==> config.mk <==
export PLATFORM = sky130hd
export DESIGN_NAME = uart_rx_mmio
export DESIGN_NICKNAME = d
export VERILOG_FILES = /design/src/rtl/uart_rx_mmio.sv
export SDC_FILE = /design/constraint.sdc
export NUM_CORES = 1
export LEC_CHECK = 0
export ABC_AREA = 1
export BUFFER_PORTS_ARGS = -buffer_cell sky130_fd_sc_hd__buf_2
export CAP_MARGIN = 20
export CORE_ASPECT_RATIO = 0.6
export CORE_MARGIN = 4
export CORE_UTILIZATION = 59
export DETAILED_ROUTE_END_ITERATION = 8
export GPL_ROUTABILITY_DRIVEN = 1
export PLACE_DENSITY_LB_ADDON = 0.05
export SYNTH_ARGS = -nofsm -noshare
export SYNTH_HDL_FRONTEND = slang
export SYNTH_SLANG_ARGS = --single-unit
==> constraint.sdc <==
create_clock -name clk -period 4.3 [get_ports clk]
set_clock_uncertainty 0.05 [all_clocks]
set_input_delay 0.86 -clock clk [delete_from_list [all_inputs] [get_ports clk]]
set_output_delay 0.86 -clock clk [all_outputs]
set_load 0.02 [all_outputs]
==> src/rtl/uart_rx_mmio.sv <==
// uart_rx_mmio: 8N1 UART receiver with a small RX FIFO behind memory-mapped DATA/STATUS registers.
// Optional even-parity framing (8E1) is enabled with the UART_RX_PARITY_EN macro.
module uart_rx_mmio #(
    parameter int          CLKS_PER_BIT = 104,
    parameter int          FIFO_DEPTH   = 4,
    parameter logic [31:0] DATA_ADDR    = 32'h2002,
    parameter logic [31:0] STATUS_ADDR  = 32'h2003
) (
    input  logic        clk,
    input  logic        rst,
    input  logic        rx,
    input  logic [31:0] addr,
    input  logic        memread,
    output logic [31:0] read_data,
    output logic        rx_valid,
    output logic        overrun
);
    localparam int CW = $clog2(CLKS_PER_BIT);
    localparam int AW = $clog2(FIFO_DEPTH);

    typedef enum logic [2:0] {S_IDLE, S_START, S_DATA, S_PARITY, S_STOP, S_BREAK} state_t;

    state_t        r_state;
    logic          r_rx_m, r_rx_s;
    logic [CW-1:0] r_cnt;
    logic [2:0]    r_bit;
    logic [7:0]    r_shift;
    logic [7:0]    r_mem [FIFO_DEPTH];
    logic [AW-1:0] r_wp, r_rp;
    logic [AW:0]   r_count;
    logic          r_overrun, r_frame_err, r_parity_err;
    logic          r_prev_data, r_prev_stat;
    logic          w_tick, w_par_bad, w_par_set, w_push_req, w_frame_set;
    logic          w_acc_data, w_acc_stat, w_pop, w_clr, w_full, w_push, w_ovr_set;
`ifdef UART_RX_PARITY_EN
    logic          r_par_bad;
    assign w_par_bad = r_par_bad;
    assign w_par_set = (r_state == S_PARITY) && w_tick && (r_rx_s != ^r_shift);
`else
    assign w_par_bad = 1'b0;
    assign w_par_set = 1'b0;
`endif

    assign w_tick      = r_cnt == '0;
    assign w_push_req  = (r_state == S_STOP) && w_tick && r_rx_s && !w_par_bad;
    assign w_frame_set = (r_state == S_STOP) && w_tick && !r_rx_s;
    assign w_acc_data  = memread && (addr == DATA_ADDR);
    assign w_acc_stat  = memread && (addr == STATUS_ADDR);
    assign w_pop       = w_acc_data && !r_prev_data && rx_valid;
    assign w_clr       = w_acc_stat && !r_prev_stat;
    assign w_full      = r_count == (AW+1)'(FIFO_DEPTH);
    assign w_push      = w_push_req && (!w_full || w_pop);
    assign w_ovr_set   = w_push_req && w_full && !w_pop;
    assign rx_valid    = r_count != '0;
    assign overrun     = r_overrun;

    // Two-flop synchroniser for the asynchronous serial line (idles high)
    always_ff @(posedge clk) begin
        if (rst) begin
            r_rx_m <= 1'b1;
            r_rx_s <= 1'b1;
        end else begin
            r_rx_m <= rx;
            r_rx_s <= r_rx_m;
        end
    end

    // Frame FSM: mid-bit sampling driven by a down-counter reloaded every bit
    always_ff @(posedge clk) begin
        if (rst) begin
            r_state <= S_IDLE;
            r_cnt   <= '0;
            r_bit   <= '0;
            r_shift <= '0;
`ifdef UART_RX_PARITY_EN
            r_par_bad <= 1'b0;
`endif
        end else begin
            case (r_state)
                S_IDLE: if (!r_rx_s) begin
                    r_state <= S_START;
                    r_cnt   <= CW'(CLKS_PER_BIT / 2 - 1);
                end
                S_START: if (!w_tick) r_cnt <= r_cnt - CW'(1);
                else if (r_rx_s) r_state <= S_IDLE;
                else begin
                    r_state <= S_DATA;
                    r_cnt   <= CW'(CLKS_PER_BIT - 1);
                    r_bit   <= '0;
`ifdef UART_RX_PARITY_EN
                    r_par_bad <= 1'b0;
`endif
                end
                S_DATA: if (!w_tick) r_cnt <= r_cnt - CW'(1);
                else begin
                    r_shift <= {r_rx_s, r_shift[7:1]};
                    r_bit   <= r_bit + 3'd1;
                    r_cnt   <= CW'(CLKS_PER_BIT - 1);
`ifdef UART_RX_PARITY_EN
                    if (r_bit == 3'd7) r_state <= S_PARITY;
`else
                    if (r_bit == 3'd7) r_state <= S_STOP;
`endif
                end
`ifdef UART_RX_PARITY_EN
                S_PARITY: if (!w_tick) r_cnt <= r_cnt - CW'(1);
                else begin
                    r_par_bad <= r_rx_s != ^r_shift;
                    r_cnt     <= CW'(CLKS_PER_BIT - 1);
                    r_state   <= S_STOP;
                end
`endif
                S_STOP: if (!w_tick) r_cnt <= r_cnt - CW'(1);
                else r_state <= r_rx_s ? S_IDLE : S_BREAK;
                S_BREAK: if (r_rx_s) r_state <= S_IDLE;
                default: r_state <= S_IDLE;
            endcase
        end
    end

    // FIFO storage: written at the stop-bit sample when the push is accepted
    always_ff @(posedge clk) begin
        if (w_push) r_mem[r_wp] <= r_shift;
    end

    // FIFO pointers/count, sticky flags and first-cycle access detection
    always_ff @(posedge clk) begin
        if (rst) begin
            r_wp         <= '0;
            r_rp         <= '0;
            r_count      <= '0;
            r_overrun    <= 1'b0;
            r_frame_err  <= 1'b0;
            r_parity_err <= 1'b0;
            r_prev_data  <= 1'b0;
            r_prev_stat  <= 1'b0;
        end else begin
            r_wp         <= r_wp + AW'(w_push);
            r_rp         <= r_rp + AW'(w_pop);
            r_count      <= r_count + (AW+1)'(w_push) - (AW+1)'(w_pop);
            r_overrun    <= w_ovr_set | (r_overrun & ~w_clr);
            r_frame_err  <= w_frame_set | (r_frame_err & ~w_clr);
            r_parity_err <= w_par_set | (r_parity_err & ~w_clr);
            r_prev_data  <= w_acc_data;
            r_prev_stat  <= w_acc_stat;
        end
    end

    // Register read mux; data reads show 0 while the FIFO is empty
    always_comb begin
        read_data = (addr == DATA_ADDR) ? {24'b0, rx_valid ? r_mem[r_rp] : 8'h00} :
                    (addr == STATUS_ADDR) ? {21'b0, 5'(r_count), 1'b0, r_parity_err,
                                             r_frame_err, r_overrun, w_full, rx_valid} : 32'b0;
    end
endmodule

-- After elaboration in Yosys (flattened, before gate mapping)
Memory sizes are Yosys's and may differ from the RTL's. A register that Yosys moved wholly into a read port is not among the register bits.
Index checks and enable logic that the tools add are counted.
W data, S select, Z words.
- magnitude comparators: 0
- shifts and indexed selects: 0
- bitwise gates (word level): 6
- $add $sub $neg: 6
- div/mod/pow operators: 0
- equal/unequal tests: 17
- reductions and logical operators: 26
- multiply operators: 0
- multiplexer cells: 25
- operators with widths (kind ; number):
    $eq A32 B14 Y1 const B ; 2
    $mux W7 ; 5
    $mux W3 ; 10
    $pmux W7 S4 ; 1
    $mux W9 ; 2
    $ne A2 B2 Y1 const B ; 8
    $pmux W3 S5 ; 1
    $eq A3 B3 Y1 const B ; 4
    $logic_and A1 B1 Y1 ; 11
    $mux W8 ; 1
    $reduce_and A4 Y1 ; 2
    $logic_not A7 Y1 ; 1
    $sub A7 B1 Y7 const B ; 1
    $pmux W3 S2 ; 1
    $reduce_and A6 Y1 ; 1
    $logic_not A1 Y1 ; 5
    $add A2 B1 Y2 ; 2
    $mux W2 ; 2
    $reduce_bool A4 Y1 ; 1
    $add A3 B1 Y3 ; 1
    $add A3 B1 Y3 const B ; 1
    $and A1 B1 Y1 ; 3
    $eq A3 B1 Y1 const B ; 1
    $eq A3 B2 Y1 const B ; 1
    10 further kinds ; 12
- latch bits: 0
- memories: 1
- ROM bits: 0
- bits in registers: 35
- output and inout port bits: 34
- memory bits (writable): 32
- word-level logic and storage cells: 95
- bits of input ports: 36
- memories (name ; depth ; width ; rd ports ; clocked after Yosys merged registers in ; wr ports ; RTL line ; source):
    r_mem ; 4 ; 8 ; 1 ; 1 ; 1 ; 28 ; logic [7:0] r_mem [FIFO_DEPTH];

-- Logic depth before layout (Yosys ltp)
Gate-level depths: netlist of run 1.
- depth after elaboration: 8
- gate-level depth with buffers: 15
- mapped depth without buffers: 15

-- Least setup slack after synthesis of run 1
OpenSTA, ideal clock, no wires.
- path type: in2out
- start: input port addr[11]
- end: output port read_data[2]
- data required time: 3.390 ns
- cell stages on the path: 7
- path buffers: 0
- data arrival time: 1.955 ns
- path slack: 1.435 ns
- cell sequence: nor2_1 -> nand2_1 -> nor2_1 -> nand2_1 -> nor2_1 -> nand2_1 -> o21ai_0
- cells in the longest elaborated chain, start to end: 3
- elaborated cells on any way between the ends: 4
- classes of those cells: eq/ne: 2; mux: 2
- RTL lines (what ; RTL line ; source):
    start, declared ; 12 ; input logic [31:0] addr,
    $eq A32 B14 Y1 ; 152 ; (addr == STATUS_ADDR) ? {21'b0, 5'(r_count), 1'b0, r_parity_err,
    $mux W9 ; 152 ;
    $mux W9 (*) ; 151 ; read_data = (addr == DATA_ADDR) ? {24'b0, rx_valid ? r_mem[r_rp] : 8'h00} :
    end, declared ; 14 ; output logic [31:0] read_data,
Mark *: on every way between the ends. The rest lies on a longest branch, timed or not.

-- Worst setup path in the final report of run 1
- start: input port addr[31]
- end: output port read_data[7]
The elaborated chain is that of the path after synthesis.

==> flow_summary.yaml, run 1 <==
status:
  status: "finished, final reports clean"
die:
  start_util_pct: 63.1
  core_mm2: 0.00523
  dieWidth_um: 105
  rows: 20
  boundaryPins: 70
  dieArea_mm2: 0.00689
  die_height_um: 65.9
worst_setup_path:
  worst_r2r_path_depth: 14
  crit_family: "simple AND/OR/NAND/NOR gates"
  worst-path-buf-inv: 3
  cp-start-kind: "input pin"
  crit_type: "in -> out"
  worstPathArrival_ns: 2.27
  worst-path-max-fanout: 6
  crit_top_cell: "nor2_1"
  crit_path_top_delay_cell: "nor2_1"
  endpoint_kind: "output pin"
  cp.depth: 9
  path_cells: "buf_2 > nor2_1 > nand2_1 > nor2_1 > nand2_1 > nor2_1 > inv_1 > o22ai_1 > buf_2"
  critPathMaxStageDelay_ns: 0.35
  crit_required_ns: 3.39
timing:
  hold_ws_ns: 0.379
  setup_tns_ns: 0
  slew_headroom_pct: 45.0
  worst_slack_ns: 1.12
  fmax_mhz: 315
  hold_viol: 0
  grt_setup_unrepaired: "no"
  min_period_over_period_pct: 73.9
  layout_min_cycle_time_ns: 3.18
  setup_violations: 0
  slew_violations: 0
  worstMarginPinSlew_ns: 0.821
place:
  placed_cell_area_mm2: 0.00348
  io_buffers: 46
  gp_congestion: 0.826
  place_ws_ns: 1.19
  hpwl_mm: 5.00
  place_inst: 496
cells_and_area:
  fillerInstances: 404
  drive_gt1_share_pct: 17.7
  syn2layout_area_growth_pct: 13.5
  final_cells: 512
  fin_area_mm2: 0.00375
  final_common_cell: "nor2_1"
  layout.nets: 486
  antenna_cells: 0
  mostFrequentLayoutCells: "78 x nor2_1, 74 x nand2_1, 46 x buf_2, 38 x inv_1, 35 x dfxtp_1"
  final_util_pct: 71.7
detailed_routing:
  wl_per_cell_um: 13.3
  dr.first_iter.drc_count: 171
  firstDrtPassIters: 5
  routed_wirelength_mm: 6.80
  viasPerCell: 5.07
  drcViolationCount: 0
  ant_nets: 0
  num_vias: 2594
clocking:
  cts.htree.levels: 3
  clk_latency_ns: 0.34
  cts-root-buf: "clkbuf_8"
  cts_setup_buffers: 0
  post_cts_resized: 0
  cts_buffer_depth: 2
  cts_tree: "done"
  cts-hold-fix-buffers: 0
  cts.sinks: 67
  numCtsBuffers: 9
  cts.clk_slew.worst_paths_ns: 0.07
yosys:
  synth.cell_area_mm2: 0.00330
  avgSynthCellArea_um2: 8.42
  synth.distinct_cells: 33
  synth_warnings: 0
  ys_seq_area_share_pct: 50.3
  ys_seq_elements: 67
  synth_cells: 392
global_routing:
  grt_pass1_vias: 2433
  antenna_found_initial: 0
  grt_overflow: 0
  grt_usage_pct: 21.0
  grt_pass1_wl_mm: 11.2
  grt_start_max_net_pins: 21
worst_hold_path:
  hold_path_depth: 1
  hold_class: "reg -> reg"
power_and_ir_drop:
  power.density_mw_per_mm2: 540
  ir_drop_mv: 0.320
  power_leakage_nw: 1.65
  power.total_mw: 2.02
flow_run:
  max_cap_viol_count: 0
==> sequential cells by signal (all words and copies together) (netlist names) <==
register	count
overrun	1
r_bit	3
r_cnt	7
r_count	3
r_frame_err	1
r_mem	32
r_parity_err	1
r_prev_data	1
r_prev_stat	1
r_rp	2
r_rx_m	1
r_rx_s	1
r_shift	8
r_state	3
r_wp	2
==> per-layer routing <==
layer	part of all wire [%]	vias to the layer above	track usage, %
li1	-	1326	-
met1	48	1172	28.2
met2	42	85	32.6
met3	8.9	11	6.54
met4	0.93	0	7.13
met5	0	-	0
==> final timing paths <==
kind / startpoint / end / slack (ns)
max reg2reg: r_cnt[2] / r_count[2] / 1.80
min: r_rx_m / r_rx_s / 0.38
min reg2reg: r_rx_m / r_rx_s / 0.38
max: addr[31] / read_data[7] / 1.12
==> cell families (layout without fill, tap and decap cells) <==
| logic type | count (synthesis) | in the layout | synth area share, % |
|---|---|---|---|
| adders and majority gates | 9 | 9 | 3.64 |
| and+or+nand+nor | 183 | 183 | 23.8 |
| buffers and inverters | 73 | 105 | 11.4 |
| DFF | 67 | 67 | 50.3 |
| xor gates and xnor gates | 5 | 5 | 1.33 |
| other | 1 | 23 | 0.114 |
| AOI/OAI and AO/OA | 54 | 54 | 9.36 |
==> power by group <==
part	internal (mW)	switching, mW	total, mW
combinational	0.196	0.379	0.575
clock	0.443	0.240	0.683
sequential	0.719	0.0461	0.765
==> cell usage after synthesis (all sizes together) <==
master,count,area share [%]
dfxtp,35,21
edfxtp,32,29
o21ai,25,3.8
conb,1,0.11
xnor2,4,1.1
a32o,7,2.1
nand3,13,2.7
clkbuf,2,0.23
and3,1,0.19
nor3,6,1.3
buf,29,6.4
a21oi,19,2.9
fa,1,0.61
xor2,1,0.27
nand2,77,9.0
nor2,82,9.9
nor4,1,0.19
or2,3,0.57
inv,42,4.8
ha,8,3.0
o22ai,3,0.57
==> worst register-to-register path, delay by kind of cell (launching register included) <==
| family | cells | cell delay, ns |
|---|---|---|
| adders and majority gates | 3 | 0.84 |
| buffers and inverters | 3 | 0.21 |
| DFF | 1 | 0.36 |
| and+or+nand+nor | 8 | 0.96 |
==> area by class of cell <==
type                            instances  area, um2  share of cell area [%]
Clock buffer                            9        124                    3.31
Clock inverter                          7        140                    3.74
Inverter                               42        158                    4.21
Multi-Input combinational cell        274       1340                    35.9
Sequential cell                        67       1660                    44.3
Tap cell                               66       82.6                    2.20
Timing Repair Buffer                   47        238                    6.34
Power figures use the tool's default switching activity.
==> inputs of run 2 (changes only) <==
--- a/config.mk
+++ b/config.mk
@@ -10,7 +10,7 @@
 export CAP_MARGIN = 20
 export CORE_ASPECT_RATIO = 0.6
 export CORE_MARGIN = 4
-export CORE_UTILIZATION = 59
+export CORE_UTILIZATION = 54
 export DETAILED_ROUTE_END_ITERATION = 8
 export GPL_ROUTABILITY_DRIVEN = 1
 export PLACE_DENSITY_LB_ADDON = 0.05
==> constraint.sdc (replaced) <==
create_clock -name clk -period 3.3 [get_ports clk]
set_clock_uncertainty 0.05 [all_clocks]
set_input_delay 0.66 -clock clk [delete_from_list [all_inputs] [get_ports clk]]
set_output_delay 0.66 -clock clk [all_outputs]
set_load 0.02 [all_outputs]
==> flow_summary.yaml, run 2 (synthesized netlist as in run 1, its figures left out) <==
worst_setup_path:
  worst-path-max-fanout: 18
  worstPathArrival_ns: 2.06
  crit_type: "reg -> out"
  cp-start-kind: "flop"
  endpoint_kind: "output pin"
  crit_required_ns: 2.59
power_and_ir_drop:
  power.density_mw_per_mm2: 645
  ir_drop_mv: 0.330
  power_leakage_nw: 1.64
timing:
  worstMarginPinSlew_ns: 0.570
  slew_violations: 0
  grt_setup_unrepaired: "no"
  setup_violations: 0
  min_period_over_period_pct: 83.9
  layout_min_cycle_time_ns: 2.77
  slew_headroom_pct: 62.0
  worst_slack_ns: 0.532
  fmax_mhz: 361
  setup_tns_ns: 0
  hold_viol: 0
cells_and_area:
  reg_top3: "r_mem x32, r_shift x8, r_cnt x7"
  antenna_cells: 0
  final_cells: 531
  drive_gt1_share_pct: 18.6
  largest_reg_flops: 32
  mostFrequentLayoutCells: "78 x nor2_1, 74 x nand2_1, 46 x buf_2, 38 x inv_1, 35 x dfxtp_1"
  final_common_cell: "nor2_1"
  fin_area_mm2: 0.00373
  max_flop_register: "r_mem"
  syn2layout_area_growth_pct: 13.1
  layout.nets: 491
die:
  dieArea_mm2: 0.00747
  start_util_pct: 57.4
  boundaryPins: 70
  rows: 21
  dieWidth_um: 109
  core_mm2: 0.00575
  die_height_um: 68.6
global_routing:
  antenna_found_initial: 0
  grt_pass1_wl_mm: 11.2
  grt_start_max_net_pins: 21
  grt_usage_pct: 20.4
  grt_pass1_vias: 2297
  grt_overflow: 0
clocking:
  numCtsBuffers: 9
  clk_latency_ns: 0.34
  cts.htree.levels: 3
  cts_tree: "done"
  cts-hold-fix-buffers: 0
  post_cts_resized: 0
  cts-root-buf: "clkbuf_8"
  cts.sinks: 67
  cts.clk_slew.worst_paths_ns: 0.07
  cts_setup_buffers: 0
  cts_buffer_depth: 2
detailed_routing:
  wl_per_cell_um: 13.1
  firstDrtPassIters: 4
  ant_nets: 0
  num_vias: 2593
  routed_wirelength_mm: 6.97
  drcViolationCount: 0
  dr.first_iter.drc_count: 202
  viasPerCell: 4.88
status:
  status: "finished, final reports clean"
place:
  place_ws_ns: 0.333
  io_buffers: 46
  place_inst: 515
  hpwl_mm: 5.29
  placed_cell_area_mm2: 0.00354
  gp_congestion: 0.882
worst_hold_path:
  hold_class: "reg -> reg"
flow_run:
  max_cap_viol_count: 0
run 2: changes by cell type in the layout (fill, tap and decap cells not counted):
cell        delta
clkinvlp_4     +2
clkinv_1       -1
clkinv_2       +1
clkbuf_1       +1
bufinv_16      -3
buf_4          +5
run 2: where the power goes:
part,internal (mW),switching [mW]
Combinational,0.259,0.493
Sequential,0.937,0.0640
Clock,0.348,0.306
Total,1.54,0.863
run 2: layer usage:
layer | GRT usage, % | wire length (um) | up-vias
li1 | - | - | 1335
met1 | 29.4 | 3450 | 1172
met2 | 28.6 | 2840 | 84
met3 | 6.14 | 647 | 2
met4 | 8.35 | 29 | 0
met5 | 0 | 0 | -
run 2: area by class of cell:
type	count	area, um2
sequential	67	1660
timing repair buffer	52	275
tap	80	100
inverter	42	158
clock buffer	10	128
fill	478	2020
multi-input combinational	274	1340
clock inverter	6	66.3
run 2: worst max-delay path, stage by stage (launching register included):
cell	delay, ns
dfxtp_1	0.30
buf_4	0.20
inv_1	0.41
nand2_1	0.12
a32o_1	0.29
o21ai_0	0.21
buf_2	0.21
run 2: path summary, 6_finish.rpt:
check                 from      endpoint  slack (ns)  cells after the start
setup / recovery   r_rp[0]  read_data[2]        0.53                      6
hold / removal      r_rx_m        r_rx_s        0.36                      1
setup reg to reg  r_cnt[2]    r_count[2]        0.73                     14
hold reg to reg     r_rx_m        r_rx_s        0.36                      1
run 2: through the flow:
step                      hold WS [ns]  utilization [%]  power [mW]
after global routing             0.398             64.9        2.58
after floorplan                  0.339                -        1.62
final                            0.363             64.9        2.41
after global placement           0.341             61.5        1.74
after detailed placement         0.346             61.5        1.76
after CTS                        0.363             64.9        2.42
